--- src/rtl/div_pkg.sv ---
// Shared types and constants for the execute-stage divider.
package div_pkg;
    typedef enum logic [2:0] {IDLE, PREP, ITER, FIX, DONE} state_t;

    localparam logic [2:0]  F3_DIV  = 3'b100;
    localparam logic [2:0]  F3_DIVU = 3'b101;
    localparam logic [2:0]  F3_REM  = 3'b110;
    localparam logic [2:0]  F3_REMU = 3'b111;
    localparam logic [31:0] INT_MIN = 32'h8000_0000;
endpackage

--- src/rtl/div_step.sv ---
// One restoring division iteration on {R,Q} against divisor D.
// Combinational, zero latency, no flow control.
module div_step #(
    parameter int XLEN = 32
) (
    input  logic [XLEN-1:0] r_in,
    input  logic [XLEN-1:0] q_in,
    input  logic [XLEN-1:0] d,
    output logic [XLEN-1:0] r_out,
    output logic [XLEN-1:0] q_out
);
    logic [XLEN:0] shifted;
    logic [XLEN:0] trial;
    logic          take;

    assign shifted = {r_in, q_in[XLEN-1]};
    assign trial   = shifted - {1'b0, d};
    // A set carry-out bit means shifted already exceeds any XLEN-bit divisor.
    assign take    = shifted[XLEN] | ~trial[XLEN];
    assign r_out   = take ? trial[XLEN-1:0] : shifted[XLEN-1:0];
    assign q_out   = {q_in[XLEN-2:0], take};
endmodule

--- src/rtl/ex_div_unit.sv ---
// Iterative RV32M DIV/DIVU/REM/REMU unit: start to ready 35 cycles (2 for /0 and overflow).
// Backpressure: stall holds upstream from the start cycle until the ready cycle.
module ex_div_unit
    import div_pkg::*;
#(
    parameter int XLEN = 32,
    parameter int CNTW = 6
) (
    input  logic            clk,
    input  logic            clrn,
    input  logic            start_sdivide,
    input  logic            start_udivide,
    input  logic [XLEN-1:0] ea,
    input  logic [XLEN-1:0] eb,
    input  logic [2:0]      efunc3,
    input  logic [4:0]      erd,
    input  logic            cancel,
    output logic            stall,
    output logic            ready,
    output logic [XLEN-1:0] result,
    output logic [4:0]      res_rd
);
    state_t          state;
    logic [CNTW-1:0] cnt;
    logic [XLEN-1:0] a_reg, b_reg;
    logic [XLEN-1:0] rem_r, quo_r, dvs_r;
    logic [XLEN-1:0] rem_nx, quo_nx;
    logic [4:0]      rd_r;
    logic            sgn_r, rem_sel, qs_r, rs_r;
    logic            start;
    logic [XLEN-1:0] a_abs, b_abs, q_fix, r_fix;
    logic            b_zero, ovf;
    logic            unused_sig;

    assign unused_sig = ^{efunc3[2], efunc3[0], F3_DIV, F3_DIVU, F3_REM, F3_REMU, INT_MIN};

    assign start = start_sdivide | start_udivide;
    assign stall = (start && (state == IDLE || state == DONE)) ||
                   state == PREP || state == ITER || state == FIX;

    assign a_abs  = (sgn_r && a_reg[XLEN-1]) ? -a_reg : a_reg;
    assign b_abs  = (sgn_r && b_reg[XLEN-1]) ? -b_reg : b_reg;
    assign b_zero = (b_reg == '0);
    assign ovf    = sgn_r && (a_reg == {1'b1, {(XLEN-1){1'b0}}}) && (b_reg == '1);
    assign q_fix  = qs_r ? -quo_r : quo_r;
    assign r_fix  = rs_r ? -rem_r : rem_r;

    div_step #(.XLEN(XLEN)) u_step (
        .r_in  (rem_r),
        .q_in  (quo_r),
        .d     (dvs_r),
        .r_out (rem_nx),
        .q_out (quo_nx)
    );

    always_ff @(posedge clk or negedge clrn) begin
        if (!clrn) begin
            state   <= IDLE;
            cnt     <= '0;
            a_reg   <= '0;
            b_reg   <= '0;
            rem_r   <= '0;
            quo_r   <= '0;
            dvs_r   <= '0;
            rd_r    <= '0;
            sgn_r   <= 1'b0;
            rem_sel <= 1'b0;
            qs_r    <= 1'b0;
            rs_r    <= 1'b0;
            ready   <= 1'b0;
            result  <= '0;
            res_rd  <= '0;
        end else if (cancel) begin
            state <= IDLE;
            ready <= 1'b0;
        end else begin
            case (state)
                IDLE, DONE: begin
                    ready <= 1'b0;
                    if (start) begin
                        a_reg   <= ea;
                        b_reg   <= eb;
                        rem_sel <= efunc3[1];
                        sgn_r   <= start_sdivide;
                        rd_r    <= erd;
                        state   <= PREP;
                    end else begin
                        state <= IDLE;
                    end
                end
                PREP: begin
                    qs_r <= sgn_r & (a_reg[XLEN-1] ^ b_reg[XLEN-1]);
                    rs_r <= sgn_r & a_reg[XLEN-1];
                    if (b_zero || ovf) begin
                        if (b_zero)
                            result <= rem_sel ? a_reg : '1;
                        else
                            result <= rem_sel ? '0 : {1'b1, {(XLEN-1){1'b0}}};
                        res_rd <= rd_r;
                        ready  <= 1'b1;
                        state  <= DONE;
                    end else begin
                        quo_r <= a_abs;
                        dvs_r <= b_abs;
                        rem_r <= '0;
                        cnt   <= '0;
                        state <= ITER;
                    end
                end
                ITER: begin
                    rem_r <= rem_nx;
                    quo_r <= quo_nx;
                    cnt   <= cnt + 1'b1;
                    if (cnt == CNTW'(XLEN-1))
                        state <= FIX;
                end
                FIX: begin
                    result <= rem_sel ? r_fix : q_fix;
                    res_rd <= rd_r;
                    ready  <= 1'b1;
                    state  <= DONE;
                end
                default: state <= IDLE;
            endcase
        end
    end
endmodule

--- config.mk ---
export PLATFORM = sky130hd
export DESIGN_NAME = ex_div_unit
export DESIGN_NICKNAME = d
export VERILOG_FILES = /design/src/rtl/div_pkg.sv /design/src/rtl/div_step.sv /design/src/rtl/ex_div_unit.sv
export SDC_FILE = /design/constraint.sdc
export NUM_CORES = 1
export LEC_CHECK = 0
export CAP_MARGIN = 30
export CORE_MARGIN = 1.5
export CORE_UTILIZATION = 25
export CTS_CLUSTER_DIAMETER = 50
export DETAILED_ROUTE_END_ITERATION = 16
export PLACE_DENSITY = 0.41
export SLEW_MARGIN = 20
export SYNTH_ARGS = -nofsm -noshare
export SYNTH_HDL_FRONTEND = slang
export SYNTH_SLANG_ARGS = --single-unit
--- constraint.sdc ---
create_clock -name clk -period 5.4 [get_ports clk]
set_input_delay 0.81 -clock clk [delete_from_list [all_inputs] [get_ports clk]]
set_output_delay 0.81 -clock clk [all_outputs]
set_load 0.02 [all_outputs]
==> results.py, run 1 <==
metrics = {
    "run_status": {
        "outcome": "finished clean",
    },
    "cells_and_area": {
        "drive_above_1_share_pct": 10.93,
        "finalNonFillerCells": 2306,
        "n_fill_cell": 5615,
        "layout.nets": 1701,
        "fin_area_sq_mm": 0.01676,
        "num_antenna_cells": 0,
        "multi_input_area_sq_mm": 0.007585,
        "layout.area.seq_sq_mm": 0.005405,
        "syn_to_final_growth_pct": 23.89,
    },
    "routing": {
        "drtIter0Drc": 680,
        "firstDrtPassIters": 4,
        "ant_nets": 0,
        "drc_errors": 0,
        "avgRoutedWirePerCell_um": 18.63,
        "vias": 11330,
        "wl_mm": 42.96,
        "vias_per_cell": 4.913,
    },
    "min_path": {
        "hold_path.class": "input port to async pin",
    },
    "yosys": {
        "netlist_instances": 1500,
        "synth.distinct_cells": 74,
        "ys_ff_latch": 216,
        "syn-cell-area_sq_mm": 0.01353,
        "synth_warnings": 0,
        "yosys-top-cells-area": "dfrtp_1 40%, nand2_1 6.0%, xor2_1 5.6%, mux2_2 5.3%, o21ai_0 5.0%",
        "synth_ff_type": "dfrtp_1",
        "async_flop_share_pct": 100.0,
        "synth_top_cell_by_area": "dfrtp_1",
        "synth_top_area_share_pct": 39.96,
        "syn_avg_cell_area_sq_um": 9.018,
        "synth_seq_area_share_pct": 39.96,
        "syn_nets": 1616,
        "synth_edf_count": 0,
    },
    "setup_path": {
        "r2r_start": "b_reg[0]$_DFFE_PN0P_",
        "cp-end-kind": "register",
        "crit_buf_inv": 2,
        "cp.arrival_ns": 4.64,
        "required_ns": 5.85,
        "cp_slowest_cell": "or3_2",
        "startpoint_type": "register",
        "rrSetupSlack_ns": 1.21,
        "crit_family": "simple AND/OR/NAND/NOR gates",
        "slowest_delay_ns": 0.79,
        "r2r_end": "cnt[4]$_DFFE_PN0P_",
        "worst-path-max-fanout": 37,
        "setup.worst_path.class": "register to register",
        "worstPathCellList": "inv_1 > ha_1 > or3b_2 > nor4_1 > and4b_1 > nand2_1 > o21ai_2 > or3_2 > buf_4 > nand3_1 > o21ai_0",
        "reg2reg_depth": 11,
    },
    "global_routing": {
        "grt_max_degree": 115,
        "grt_first_pass_wirelength_mm": 67.93,
        "track_usage_pct": 15.45,
        "antenna_found_initial": 0,
        "grt_pass1_vias": 11292,
        "overflow": 0,
    },
    "place": {
        "place_congestion": 0.8500,
        "dpl.hpwl_mm": 30.53,
        "dp.cells": 2240,
        "port_buffers": 113,
        "placed_area_sq_mm": 0.01536,
    },
    "sta": {
        "worstMarginPinSlew_ns": 1.078,
        "final_max_slew_viol_count": 0,
        "final.setup_skew_ns": 0.01974,
        "period_needed_ns": 4.187,
        "fmax_mhz": 238.8,
        "hold_violations": 0,
        "fin_tns_setup_ns": 0,
        "fin_crit_sh_pct": 77.54,
        "relSlewSlack_pct": 27.49,
        "grt_setup_unrepaired": "no",
        "setup_viol": 0,
    },
    "clock_network": {
        "cts_hold_buf": 0,
        "h-tree-depth": 2,
        "ctsResizeCount": 0,
        "cts_buffer_depth": 3,
        "cts_tree": "yes",
        "clock-root-buffer": "clkbuf_16",
        "post_cts_buffers": 0,
        "clk_latency_ns": 0.54,
        "path_clk_slew_ns": 0.05,
        "cts.sinks": 216,
        "numCtsBuffers": 37,
    },
    "die": {
        "start_util_pct": 25.24,
        "ioPinCount": 116,
        "dieWidth_um": 235.6,
        "die_y_um": 235.6,
        "die_area_sq_mm": 0.05551,
        "coreArea_sq_mm": 0.05360,
        "num_rows": 85,
    },
    "power": {
        "irDropWorstVdd_uv": 233.7,
        "power.leakage_nw": 6.910,
        "cellPowerDensity_mw_per_mm2": 622.3,
        "fin_total_pwr_mw": 10.43,
    },
    "flow_run": {
        "drv_cap": 0,
    },
}
[power breakdown]
group	total, mW	switching (mW)	internal [mW]
clock	2.65	0.876	1.77
combinational	4.86	2.80	2.06
sequential	2.92	0.762	2.16
total	10.4	4.44	5.99
[how the worst max path moves through the flow]
stage                                from                     to  slack, ns  depth (start not counted)
finish               b_reg[0]$_DFFE_PN0P_     cnt[4]$_DFFE_PN0P_       1.21                         11
global route         b_reg[0]$_DFFE_PN0P_  result[0]$_DFFE_PN0P_       1.03                         11
CTS                  b_reg[0]$_DFFE_PN0P_     cnt[4]$_DFFE_PN0P_       1.23                         11
detailed placement   b_reg[0]$_DFFE_PN0P_     cnt[4]$_DFFE_PN0P_       1.26                         11
global placement     b_reg[0]$_DFFE_PN0P_     cnt[4]$_DFFE_PN0P_       1.35                         11
floorplan           quo_r[31]$_DFFE_PN0P_  rem_r[20]$_DFFE_PN0P_       2.36                         12
[metrics by stage]
stage | setup slack (ns) | hold WS (ns) | utilization (%)
after CTS | 1.235 | 0.3249 | 31.22
after global routing | 1.028 | 0.3617 | 31.27
after floorplan | 2.364 | 0.4348 | -
final | 1.213 | 0.3045 | 31.27
after global placement | 1.348 | 0.4509 | 28.66
after detailed placement | 1.256 | 0.4591 | 28.66
[per-layer routing]
layer	wire (um)	up-vias	share of wire (%)	track usage (%)
met1	20980	5470	49	21.83
met3	1887	66	4.4	2.439
met5	0	-	0	0
met2	19170	242	45	24.13
met4	923	0	2.1	4.731
li1	-	5552	-	-
[kinds of logic (layout without fill, tap and decap cells)]
logic type | count (synthesis) | in the layout | synth area share [%]
xor+xnor | 148 | 148 | 9.583
flops | 216 | 216 | 39.96
simple gates | 463 | 463 | 16.22
mux | 74 | 74 | 6.068
compound gates | 419 | 419 | 20.21
fa+ha+maj | 39 | 39 | 3.663
buf+inv | 141 | 251 | 4.292
[cells in the final DEF (no fill, tap or decap), types with 19 or more instances in the layout]
cell type          n
xnor2_1           61
a221o_1           28
a21o_1            19
nand2_1          215
o21ai_0          135
inv_1             51
o211ai_1          23
clkdlybuf4s50_1  112
dfrtp_1          216
a21oi_1           88
nor3_1            22
nand3_1           28
ha_1              38
xor2_1            87
clkbuf_16         39
nor2_1            90
mux2_2            64
o31ai_1           19
[cell usage after synthesis (3+ instances only)]
cell      number
a211oi_1       9
a21o_1        19
a21oi_1       88
a221o_1       28
a221oi_1       3
a22o_1         8
a22oi_1        8
a31oi_1       14
a32o_1        15
and2_1         5
and3_1         7
buf_2         11
buf_4          5
clkbuf_1      71
dfrtp_1      216
ha_1          38
inv_1         51
mux2_2        64
mux2i_1       10
nand2_1      215
nand2b_1      11
nand3_1       28
nand3b_1       3
nand4_1       15
nor2_1        90
nor2b_1       10
nor3_1        23
nor4_1         9
o211ai_1      23
o21a_1         5
o21ai_0      135
o21ai_1        5
o21bai_1       3
o31ai_1       19
o41ai_1       14
or3_1         11
or3_4          3
or4_1         13
or4_4          3
xnor2_1       61
xor2_1        87
[worst reg2reg max path, cell delays in order (launching register included)]
cell and delay (ns):
dfrtp_1 0.39, inv_1 0.13, ha_1 0.18, or3b_2 0.50, nor4_1 0.72, and4b_1 0.52, nand2_1 0.16, o21ai_2 0.20
or3_2 0.79, buf_4 0.35, nand3_1 0.10, o21ai_0 0.08
[final cells by class]
type | instances | area share [%]
multi-input cells | 1143 | 45.26
flip-flops and latches | 216 | 32.25
repair buffers | 135 | 7.944
clock buffers | 43 | 6.033
well taps | 696 | 5.196
clock inverters | 21 | 2.150
inverters | 52 | 1.165
Power figures use the tool's default switching activity.
==> inputs of run 2 (changes only) <==
==> constraint.sdc (replaced) <==
create_clock -name clk -period 4.3 [get_ports clk]
set_input_delay 0.645 -clock clk [delete_from_list [all_inputs] [get_ports clk]]
set_output_delay 0.645 -clock clk [all_outputs]
set_load 0.02 [all_outputs]
==> results.py, run 2 (synthesized netlist as in run 1, its figures left out) <==
metrics = {
    "sta": {
        "period_needed_ns": 3.788,
        "grt_setup_unrepaired": "no",
        "final.setup_skew_ns": 0.02087,
        "hold_violations": 0,
        "fin_tns_setup_ns": 0,
        "setup_viol": 0,
        "relSlewSlack_pct": 41.47,
        "fin_hold_ws_ns": 0.01813,
        "fmax_mhz": 264.0,
        "fin_crit_sh_pct": 88.09,
        "final_max_slew_viol_count": 0,
        "worstMarginPinSlew_ns": 0.8670,
        "setup_ws_ns": 0.5121,
    },
    "cells_and_area": {
        "fin_util_pct": 31.29,
        "num_antenna_cells": 0,
        "drive_above_1_share_pct": 11.63,
        "layout_commonest_cell": "dfrtp_1",
        "finalNonFillerCells": 2321,
        "layout.nets": 1714,
        "fin_area_sq_mm": 0.01677,
        "final_cell_mix": "216 x dfrtp_1, 215 x nand2_1, 135 x o21ai_0",
        "syn_to_final_growth_pct": 24.00,
    },
    "global_routing": {
        "antenna_found_initial": 1,
        "grt_pass1_vias": 11491,
        "track_usage_pct": 15.55,
        "grt_first_pass_wirelength_mm": 67.78,
        "grt_max_degree": 78,
        "overflow": 0,
    },
    "power": {
        "fin_total_pwr_mw": 13.00,
        "power.leakage_nw": 6.952,
        "internal_power_mw": 7.407,
        "swShare_pct": 43.03,
        "irDropWorstVdd_uv": 285.5,
        "cellPowerDensity_mw_per_mm2": 775.1,
        "p_sw_mw": 5.594,
        "combPwrFrac_pct": 47.8,
        "clockPowerShare_pct": 23.8,
        "seqPwrFrac_pct": 28.3,
    },
    "setup_path": {
        "slowest_delay_ns": 0.68,
        "crit_buf_inv": 2,
        "crit_family": "simple AND/OR/NAND/NOR gates",
        "setup.worst_path.class": "register to register",
        "worstPathCellList": "inv_1 > ha_1 > or3b_2 > nor4_1 > and4b_1 > nand2_1 > o21ai_2 > nor3_4 > nor2_4 > buf_4 > a221oi_1 > a21oi_1",
        "startpoint_type": "register",
        "cp_slowest_cell": "nor4_1",
        "required_ns": 4.75,
        "worst-path-max-fanout": 31,
        "cp.arrival_ns": 4.24,
        "cp-end-kind": "register",
    },
    "clock_network": {
        "cts_hold_buf": 0,
        "cts.sinks": 216,
        "path_clk_slew_ns": 0.05,
        "cts_tree": "yes",
        "clock-root-buffer": "clkbuf_16",
        "cts_buffer_depth": 3,
        "post_cts_buffers": 0,
        "clk_latency_ns": 0.55,
        "h-tree-depth": 2,
        "ctsResizeCount": 0,
        "numCtsBuffers": 38,
    },
    "die": {
        "dieWidth_um": 235.6,
        "num_rows": 85,
        "coreArea_sq_mm": 0.05360,
        "die_area_sq_mm": 0.05551,
        "start_util_pct": 25.24,
        "ioPinCount": 116,
        "die_y_um": 235.6,
    },
    "routing": {
        "ant_nets": 0,
        "avgRoutedWirePerCell_um": 18.54,
        "firstDrtPassIters": 5,
        "wl_mm": 43.03,
        "drc_errors": 0,
        "drtIter0Drc": 680,
        "vias_per_cell": 4.911,
        "vias": 11398,
    },
    "place": {
        "dp.cells": 2253,
        "dpl.hpwl_mm": 31.41,
        "dp_worst_setup_slack_ns": 0.6037,
        "place_congestion": 0.8574,
        "placed_area_sq_mm": 0.01547,
        "port_buffers": 113,
    },
    "min_path": {
        "hold_path.class": "input port to async pin",
    },
    "run_status": {
        "outcome": "finished clean",
    },
    "flow_run": {
        "drv_cap": 0,
    },
}
[run 2: changes by cell type in the layout (fill, tap and decap cells not counted), moves of 2 or more]
cell        delta
clkbuf_1       +2
bufinv_16      -4
clkinv_4       -3
buf_4         +12
inv_6          +3
clkinvlp_4     -2
clkinv_2       +6
[run 2: layout make-up]
type                    instances  area [sq um]
clock buffers                  46          1032
clock inverters                21         255.2
fillers                      5674         36830
inverters                      52         195.2
multi-input cells            1143          7579
flip-flops and latches        216          5405
well taps                     696         870.8
repair buffers                147          1436
[run 2: power groups by stage]
| stage | registers, mW | clock network (mW) | logic (mW) |
|---|---|---|---|
| global route | 3.81 | 3.30 | 6.93 |
| CTS | 3.70 | 3.21 | 6.22 |
| finish | 3.68 | 3.10 | 6.22 |
| global placement | 3.72 | 0 | 6.20 |
| floorplan | 3.43 | 0 | 4.50 |
| detailed placement | 3.73 | 0 | 6.20 |
[run 2: layer usage]
layer  vias to the layer above  GRT usage, %  routed length [um]
met5                         -             0                   0
met4                         0         5.024                1015
li1                       5614             -                   -
met2                       229         24.57               19490
met3                        58         2.486                1676
met1                      5497         21.63               20840
[run 2: path summary, 6_finish.rpt]
path	start	to	slack, ns	cells after the start
worst max-delay path	b_reg[0]$_DFFE_PN0P_	quo_r[31]$_DFFE_PN0P_	0.51	12
worst min-delay path	clrn	a_reg[22]$_DFFE_PN0P_	0.02	1
worst max register to register	b_reg[0]$_DFFE_PN0P_	quo_r[31]$_DFFE_PN0P_	0.51	12
worst min register to register	rd_r[2]$_DFFE_PN0P_	res_rd[2]$_DFFE_PN0P_	0.46	2
max in group asynchronous	clrn	dvs_r[2]$_DFFE_PN0P_	3.22	2
min in group clk	rd_r[2]$_DFFE_PN0P_	res_rd[2]$_DFFE_PN0P_	0.46	2
[run 2: worst reg2reg max path, cell delays in order (launching register included)]
cell and delay, ns:
dfrtp_1 0.39, inv_1 0.16, ha_1 0.19, or3b_2 0.49, nor4_1 0.68, and4b_1 0.52
nand2_1 0.16, o21ai_2 0.21, nor3_4 0.08, nor2_4 0.12, buf_4 0.39, a221oi_1 0.14
a21oi_1 0.17
